### config.mk
export PLATFORM = sky130hd
export DESIGN_NAME = press_classifier
export DESIGN_NICKNAME = d
export VERILOG_FILES = /design/src/rtl/press_classifier_pkg.sv /design/src/rtl/press_classifier.sv
export SDC_FILE = /design/constraint.sdc
export NUM_CORES = 1
export LEC_CHECK = 0
export BUFFER_PORTS_ARGS = -buffer_cell sky130_fd_sc_hd__clkbuf_2
export CAP_MARGIN = 40
export CELL_PAD_IN_SITES_DETAIL_PLACEMENT = 0
export CELL_PAD_IN_SITES_GLOBAL_PLACEMENT = 1
export CORE_AREA = 5 5 58 60
export CTS_BUF_LIST = sky130_fd_sc_hd__clkbuf_16
export CTS_CLUSTER_DIAMETER = 40
export CTS_CLUSTER_SIZE = 20
export DETAILED_ROUTE_END_ITERATION = 8
export DIE_AREA = 0 0 63 65
export PLACE_DENSITY_LB_ADDON = 0.1
export SYNTH_ARGS = -nofsm -noshare
export SYNTH_HDL_FRONTEND = slang
export SYNTH_SLANG_ARGS = --single-unit
### constraint.sdc
create_clock -name clk_d -period 3.94 [get_ports clk_d]
set_input_delay 0.591 -clock clk_d [delete_from_list [all_inputs] [get_ports clk_d]]
set_output_delay 0.591 -clock clk_d [all_outputs]
set_load 0.02 [all_outputs]
### src/rtl/press_classifier_pkg.sv
// Shared button package.
// Holds the constants for the debounce stage and the press classifier, the
// classifier state enumeration, and a width-check helper used at elaboration.
package press_classifier_pkg;

  // Debounce stage constants (the stage that produces bt / bt_flag)
  localparam int DB_STABLE_CYC = 16;
  localparam int DB_CNT_W      = 5;

  // Press classifier defaults
  localparam int LONG_CYC_DEF = 200;
  localparam int GAP_CYC_DEF  = 150;
  localparam int CNT_W_DEF    = 10;

  typedef enum logic [2:0] {
    ST_IDLE  = 3'd0,
    ST_HELD1 = 3'd1,
    ST_GAP   = 3'd2,
    ST_HELD2 = 3'd3,
    ST_REL   = 3'd4
  } press_state_e;

  // True when a cnt_w-bit counter can hold every value up to max(a, b).
  function automatic bit cnt_fits(input int cnt_w, input int a, input int b);
    longint lim;
    lim = longint'(1) << cnt_w;
    return (lim > longint'(a)) && (lim > longint'(b));
  endfunction

endpackage

### src/rtl/press_classifier.sv
// press_classifier
// Classifies a debounced button into single, double and long presses.
// Sits directly after the debounce flag stage on the same clock and reset.
//
// Ports
//   clk_d    in   block clock, rising edge
//   rst      in   synchronous active-high reset
//   bt       in   debounced button level, 1 = pressed
//   bt_flag  in   one-cycle pulse, confirmed press
//   single_p out  one-cycle pulse, completed single short press
//   double_p out  one-cycle pulse, double press
//   long_p   out  one-cycle pulse, long press
//   busy     out  high while a press sequence is in progress
module press_classifier
  import press_classifier_pkg::*;
#(
  parameter int LONG_CYC = LONG_CYC_DEF,
  parameter int GAP_CYC  = GAP_CYC_DEF,
  parameter int CNT_W    = CNT_W_DEF
) (
  input  logic clk_d,
  input  logic rst,
  input  logic bt,
  input  logic bt_flag,
  output logic single_p,
  output logic double_p,
  output logic long_p,
  output logic busy
);

  if (!cnt_fits(CNT_W, LONG_CYC, GAP_CYC)) begin : g_cnt_w_chk
    $error("press_classifier: CNT_W too narrow for LONG_CYC/GAP_CYC");
  end

  localparam logic [CNT_W-1:0] LONG_LAST = CNT_W'(LONG_CYC - 1);
  localparam logic [CNT_W-1:0] GAP_LAST  = CNT_W'(GAP_CYC - 1);

  press_state_e     state_q, state_d;
  logic [CNT_W-1:0] cnt_q, cnt_d;
  logic             single_q, single_d;
  logic             double_q, double_d;
  logic             long_q, long_d;
  logic             busy_q, busy_d;

  always_comb begin
    state_d  = state_q;
    cnt_d    = cnt_q;
    single_d = 1'b0;
    double_d = 1'b0;
    long_d   = 1'b0;
    case (state_q)
      ST_IDLE: begin
        // bt alone never starts a sequence: a press still held after reset
        // stays ignored until the debounce stage confirms a new one.
        if (bt_flag) begin
          state_d = ST_HELD1;
          cnt_d   = '0;
        end
      end
      ST_HELD1: begin
        if (!bt) begin
          state_d = ST_GAP;
          cnt_d   = '0;
        end else if (cnt_q == LONG_LAST) begin
          long_d  = 1'b1;
          state_d = ST_REL;
        end else begin
          cnt_d = cnt_q + 1'b1;
        end
      end
      ST_GAP: begin
        // A second press on the last gap cycle still counts as a double.
        if (bt_flag) begin
          double_d = 1'b1;
          state_d  = ST_HELD2;
        end else if (cnt_q == GAP_LAST) begin
          single_d = 1'b1;
          state_d  = ST_IDLE;
        end else begin
          cnt_d = cnt_q + 1'b1;
        end
      end
      ST_HELD2, ST_REL: begin
        // Further flags are ignored here, so a third press is never classified.
        if (!bt) state_d = ST_IDLE;
      end
      default: state_d = ST_IDLE;
    endcase
    // Decoded from the next state so busy drops on the same edge the
    // sequence ends, together with any final pulse.
    busy_d = (state_d != ST_IDLE);
  end

  always_ff @(posedge clk_d) begin
    if (rst) begin
      state_q  <= ST_IDLE;
      cnt_q    <= '0;
      single_q <= 1'b0;
      double_q <= 1'b0;
      long_q   <= 1'b0;
      busy_q   <= 1'b0;
    end else begin
      state_q  <= state_d;
      cnt_q    <= cnt_d;
      single_q <= single_d;
      double_q <= double_d;
      long_q   <= long_d;
      busy_q   <= busy_d;
    end
  end

  assign single_p = single_q;
  assign double_p = double_q;
  assign long_p   = long_q;
  assign busy     = busy_q;

endmodule

# ---- Word level (Yosys, flattened, before mapping)
# Index checks and enable logic that the tools add are counted.
dict set report totals {
  reg_bits 17
  word_cells 44
  output_inout_bits 4
  inputBits 4
}
dict set report classes {
  addsub 1
  mux 16
  eq_ne 10
  bitwise 3
  reduce_logical 8
}
# operator count
set op_table {}
lappend op_table {{2-to-1 mux 10 bit} 5}
lappend op_table {{case mux 10 bit (3 select lines)} 1}
lappend op_table {{== test 10 x 8 -> 1 bit (second input constant)} 2}
lappend op_table {{2-to-1 mux 3 bit} 6}
lappend op_table {{case mux 3 bit (4 select lines)} 1}
lappend op_table {{adder 10 x 1 -> 10 bit (second input constant)} 1}
lappend op_table {{== test 3 x 2 -> 1 bit (second input constant)} 2}
lappend op_table {{inequality test 2 bit (second input constant)} 3}
lappend op_table {{nonzero test 3 bit} 2}
lappend op_table {{OR reduction 3 bit} 2}
lappend op_table {{AND reduction 5 bit} 1}
lappend op_table {{OR reduction 2 bit} 2}
lappend op_table {{== test 3 x 1 -> 1 bit (second input constant)} 1}
lappend op_table {{== test 3 bit (second input constant)} 1}
lappend op_table {{zero test 3 bit} 1}
lappend op_table {{2-to-1 mux 1 bit} 3}
lappend op_table {{inequality test 3 bit (second input constant)} 1}
lappend op_table {{inverter 1 bit} 3}

# ---- Longest topological paths before layout
dict set report depth {
  ltp_word 5
  depth_mapped 8
  mapped_depth_nobuf 7
}

# ---- Least setup slack after synthesis
# No wires, ideal clock.
dict set report synth_timing {
  path_type {input to register}
  start {input bt_flag}
  end {register cnt_q[9]}
  required_time_ps 3820
  setup_time_ps 120
  n_path_buf 0
  cell_stages 5
  t_arrival_ps 1666
  setup_slack_ps 2154
  cell_sequence {or3b_1 > a2111oi_2 > nand3_1 > xor2_1 > nor2_1}
}
dict set report synth_via {
  elab_chain_len 2
  word_cells_on_any_way 3
  classes_between {2 x eq/ne; 1 x reduce/logical}
}
# item line
set synth_lines {}
lappend synth_lines {{start: declaration} press_classifier.sv:24} ;# input logic bt_flag,
lappend synth_lines {{inequality test 2 bit (no line)} -}
lappend synth_lines {{AND reduction 5 bit (no line) *} -}
lappend synth_lines {{end signal: assignment} press_classifier.sv:104} ;# cnt_q <= cnt_d;
lappend synth_lines {{end: declaration} press_classifier.sv:39} ;# logic [CNT_W-1:0] cnt_q, cnt_d;
# Mark *: on every way between the ends. The rest lies on a longest branch, timed or not.
# A chain may end at the register's enable or synchronous reset.

# ---- Worst setup path after layout
dict set report layout_timing {
  start {register cnt_q[0]}
  end {register cnt_q[5]}
}
dict set report layout_via {
  elab_chain_len 4
  word_cells_on_any_way 11
  classes_between {1 x add/sub; 4 x eq/ne; 5 x mux; 1 x reduce/logical}
}
# item line
set layout_lines {}
lappend layout_lines {{adder 10 x 1 -> 10 bit} {press_classifier.sv:68, press_classifier.sv:80}}
lappend layout_lines {{2-to-1 mux 10 bit (on tied branches)} {press_classifier.sv:76, press_classifier.sv:64}}
lappend layout_lines {{2-to-1 mux 10 bit (on tied branches)} {press_classifier.sv:73, press_classifier.sv:61}}
lappend layout_lines {{case mux 10 bit (3 select lines)} press_classifier.sv:51} ;# case (state_q)
# Parallel ways exist; a longest one is shown, timed or not. The select of a mux whose other input is x is not followed.

==> impl_metrics.csv <==
group,metric,value,unit
worst_setup_path,crit_fanout,12,
worst_setup_path,reg2reg_depth,6,
power,p_leak,0.337,nW
cts,postCtsHoldBufs,0,
logic_synthesis,syn_inst,102,
layout,n_antenna_cell,0,
cts,cts_resized,0,
cts,cts_tree,"built",
drt,postRouteWirelength,1.95,mm
cts,cts_buffers,3,
floorplan,io_pins,8,
drt,wl_per_cell,13.8,um
logic_synthesis,synth_cell_types,39,
layout,final_net_count,115,
grt,antenna_found_initial,0,
drt,detail-route-antenna-nets,0,
power,total_power,0.000415,W
worst_setup_path,r2r_end,"cnt_q[5]",
cts,clock-sinks,17,
cts,cts_buffer_depth,2,
drt,drc,0,
sta,rsz0062_at_grt,"no",
worst_setup_path,cp-start-kind,"flip-flop",
worst_hold_path,min_from,"cnt_q[5]",
floorplan,start_util,32.0,%
drt,drt_iter0_drc,15,
cts,cts_root_buffer,"clkbuf_16",
worst_hold_path,min_path_cells,2,
cts,htree_levels,1,
grt,grt_max_degree,13,
floorplan,fp.dieH,65,um
logic_synthesis,syn_area,922,sq um
worst_hold_path,min_to,"cnt_q[5]",
layout,final_cell_mix,"dfxtp_1, nor2_1, nand2_1, nand3_1, clkbuf_2",
floorplan,fp.coreArea,2880,sq um
logic_synthesis,synth_seq_cells,17,
sta,finalClockSkew,0.00242,ns
floorplan,rows,20,
layout,syn2layout_area_growth,11.9,%
logic_synthesis,syn_nets,108,
drt,viasPerCell,5.30,
worst_setup_path,r2r_setup_slack,1.97,ns
flow_run,drv_cap,0,
power,irDropWorstVdd,0.167,mV
cts,clk_pin_slew_worst_paths,0.05,ns
worst_setup_path,crit_arrival,2.10,ns
logic_synthesis,yosys_warnings,0,
floorplan,die_w,63,um
worst_setup_path,r2r_start,"cnt_q[0]",
cts,clk_latency,0.25,ns
sta,tightest_slew,0.507,ns
placement,portBuffers,7,
grt,grt_usage,10.7,%
worst_setup_path,end_kind,"flip-flop",
worst_setup_path,crit_type,"flip-flop to flip-flop",
power,p_per_area,402,nW/um^2
worst_setup_path,cp-startpoint,"cnt_q[0]",
sta,period_needed,1.97,ns
grt,grt_pass1_vias,737,
sta,drv_slew,0,
logic_synthesis,ys.flop_type,"dfxtp_1",
floorplan,fp.dieArea,4100,sq um
layout,fillers,289,
layout,drive_gt1_share,24.1,%
drt,drtPass1Iterations,4,
logic_synthesis,syn_avg_cell_area,9.04,sq um
grt,grt_pass1_wl,3.41,mm
placement,globalplace.congestion,0.766,
sta,slew_headroom,66.1,%
sta,fin_crit_sh,50.0,%
outcome,status,"complete, no violations",
sta,whs,0.506,ns
layout,final_common_cell,"dfxtp_1",
sta,hold_viol_final,0,
logic_synthesis,synth_edf_count,0,
logic_synthesis,async_flop_share,0,%
placement,dp_slack,1.88,ns
layout,final_util,35.9,%
sta,max_freq,508,MHz
placement,dp_hpwl,1.44,mm
cts,cts_setup_buffers,0,
grt,grt-ovfl-total,0,
sta,worst_slack,1.97,ns
sta,finalSetupTns,0,ns
sta,setup_viol,0,
worst_hold_path,min_path_type,"flip-flop to flip-flop",
worst_setup_path,worstPathRequired,4.07,ns
logic_synthesis,ys_seq_area_share,36.9,%
drt,num_vias,748,
==> metrics by stage <==
step,instances,cell area [sq um]
after floorplan,102,922
after global placement,137,953
after detailed placement,137,953
after CTS,141,1030
after global routing,141,1030
final,141,1030
==> logic make-up (layout without fill, tap and decap cells) <==
logic type | Yosys count | in the layout | share of synthesized area [%]
AO/OA/AOI/OAI | 23 | 23 | 18.2
adder cells (fa/ha/maj) | 2 | 2 | 2.71
flip-flops | 17 | 17 | 36.9
XOR/XNOR | 5 | 5 | 4.75
buffers and inverters | 8 | 14 | 6.11
AND/OR/NAND/NOR | 47 | 47 | 31.3
==> layer usage <==
| layer | track usage, % | routed length (um) | vias up |
|---|---|---|---|
| met5 | 0 | 0 | - |
| met4 | 5.57 | 46 | 0 |
| met3 | 3.29 | 66 | 5 |
| met2 | 17.1 | 899 | 9 |
| met1 | 12.9 | 935 | 356 |
| li1 | - | - | 378 |
==> worst max-delay path, cell delays in order (launching register included) <==
cell	delay (ns)
dfxtp_1	0.43
ha_1	0.23
nand3_1	0.17
nor4_2	0.34
a2bb2oi_2	0.41
or4_2	0.20
a21oi_1	0.05
==> cell type report <==
type | instances | area (sq um) | area share (%)
clock buffers | 3 | 75.1 | 7.27
clock inverters | 1 | 3.75 | 0.364
inverters | 3 | 11.3 | 1.09
multi-input cells | 77 | 526 | 50.9
flip-flops and latches | 17 | 340 | 33.0
well taps | 33 | 41.3 | 4.00
repair buffers | 7 | 35.0 | 3.39
==> power breakdown <==
group	switching [W]	internal (W)
sequential	0.00000508	0.000176
combinational	0.0000188	0.0000115
clock	0.0000688	0.000135
total	0.0000926	0.000322
==> cell usage after synthesis (2+ instances only) <==
cell / instances / area, sq um
nand3_1: 7 / 35.0
a21oi_1: 5 / 25.0
nor2_1: 9 / 33.8
or3_2: 5 / 37.5
a2111oi_1: 2 / 20.0
nand2_1: 7 / 26.3
o21ai_1: 4 / 20.0
o21ai_0: 2 / 10.0
nor3_1: 3 / 15.0
nand2b_1: 2 / 12.5
xnor2_1: 4 / 35.0
buf_6: 2 / 22.5
dfxtp_1: 17 / 340
nor4_2: 2 / 25.0
inv_1: 3 / 11.3
o21a_1: 2 / 15.0
buf_4: 3 / 22.5
ha_1: 2 / 25.0
==> sequential cells by signal (all words and copies together), names as in the netlist <==
register and flops:
busy 1, long_p 1, single_p 1, double_p 1, cnt_q 10, state_q 3
==> how the worst max path moves through the flow <==
stage | end | slack [ns]
2_1_floorplan | cnt_q[9] | 2.15
3_3_place_gp | cnt_q[9] | 1.91
3_5_place_dp | cnt_q[9] | 1.88
4_1_cts | cnt_q[3] | 1.96
5_1_grt | cnt_q[5] | 1.77
6_report | cnt_q[5] | 1.97
No activity file was read; power rests on OpenSTA's default activity.
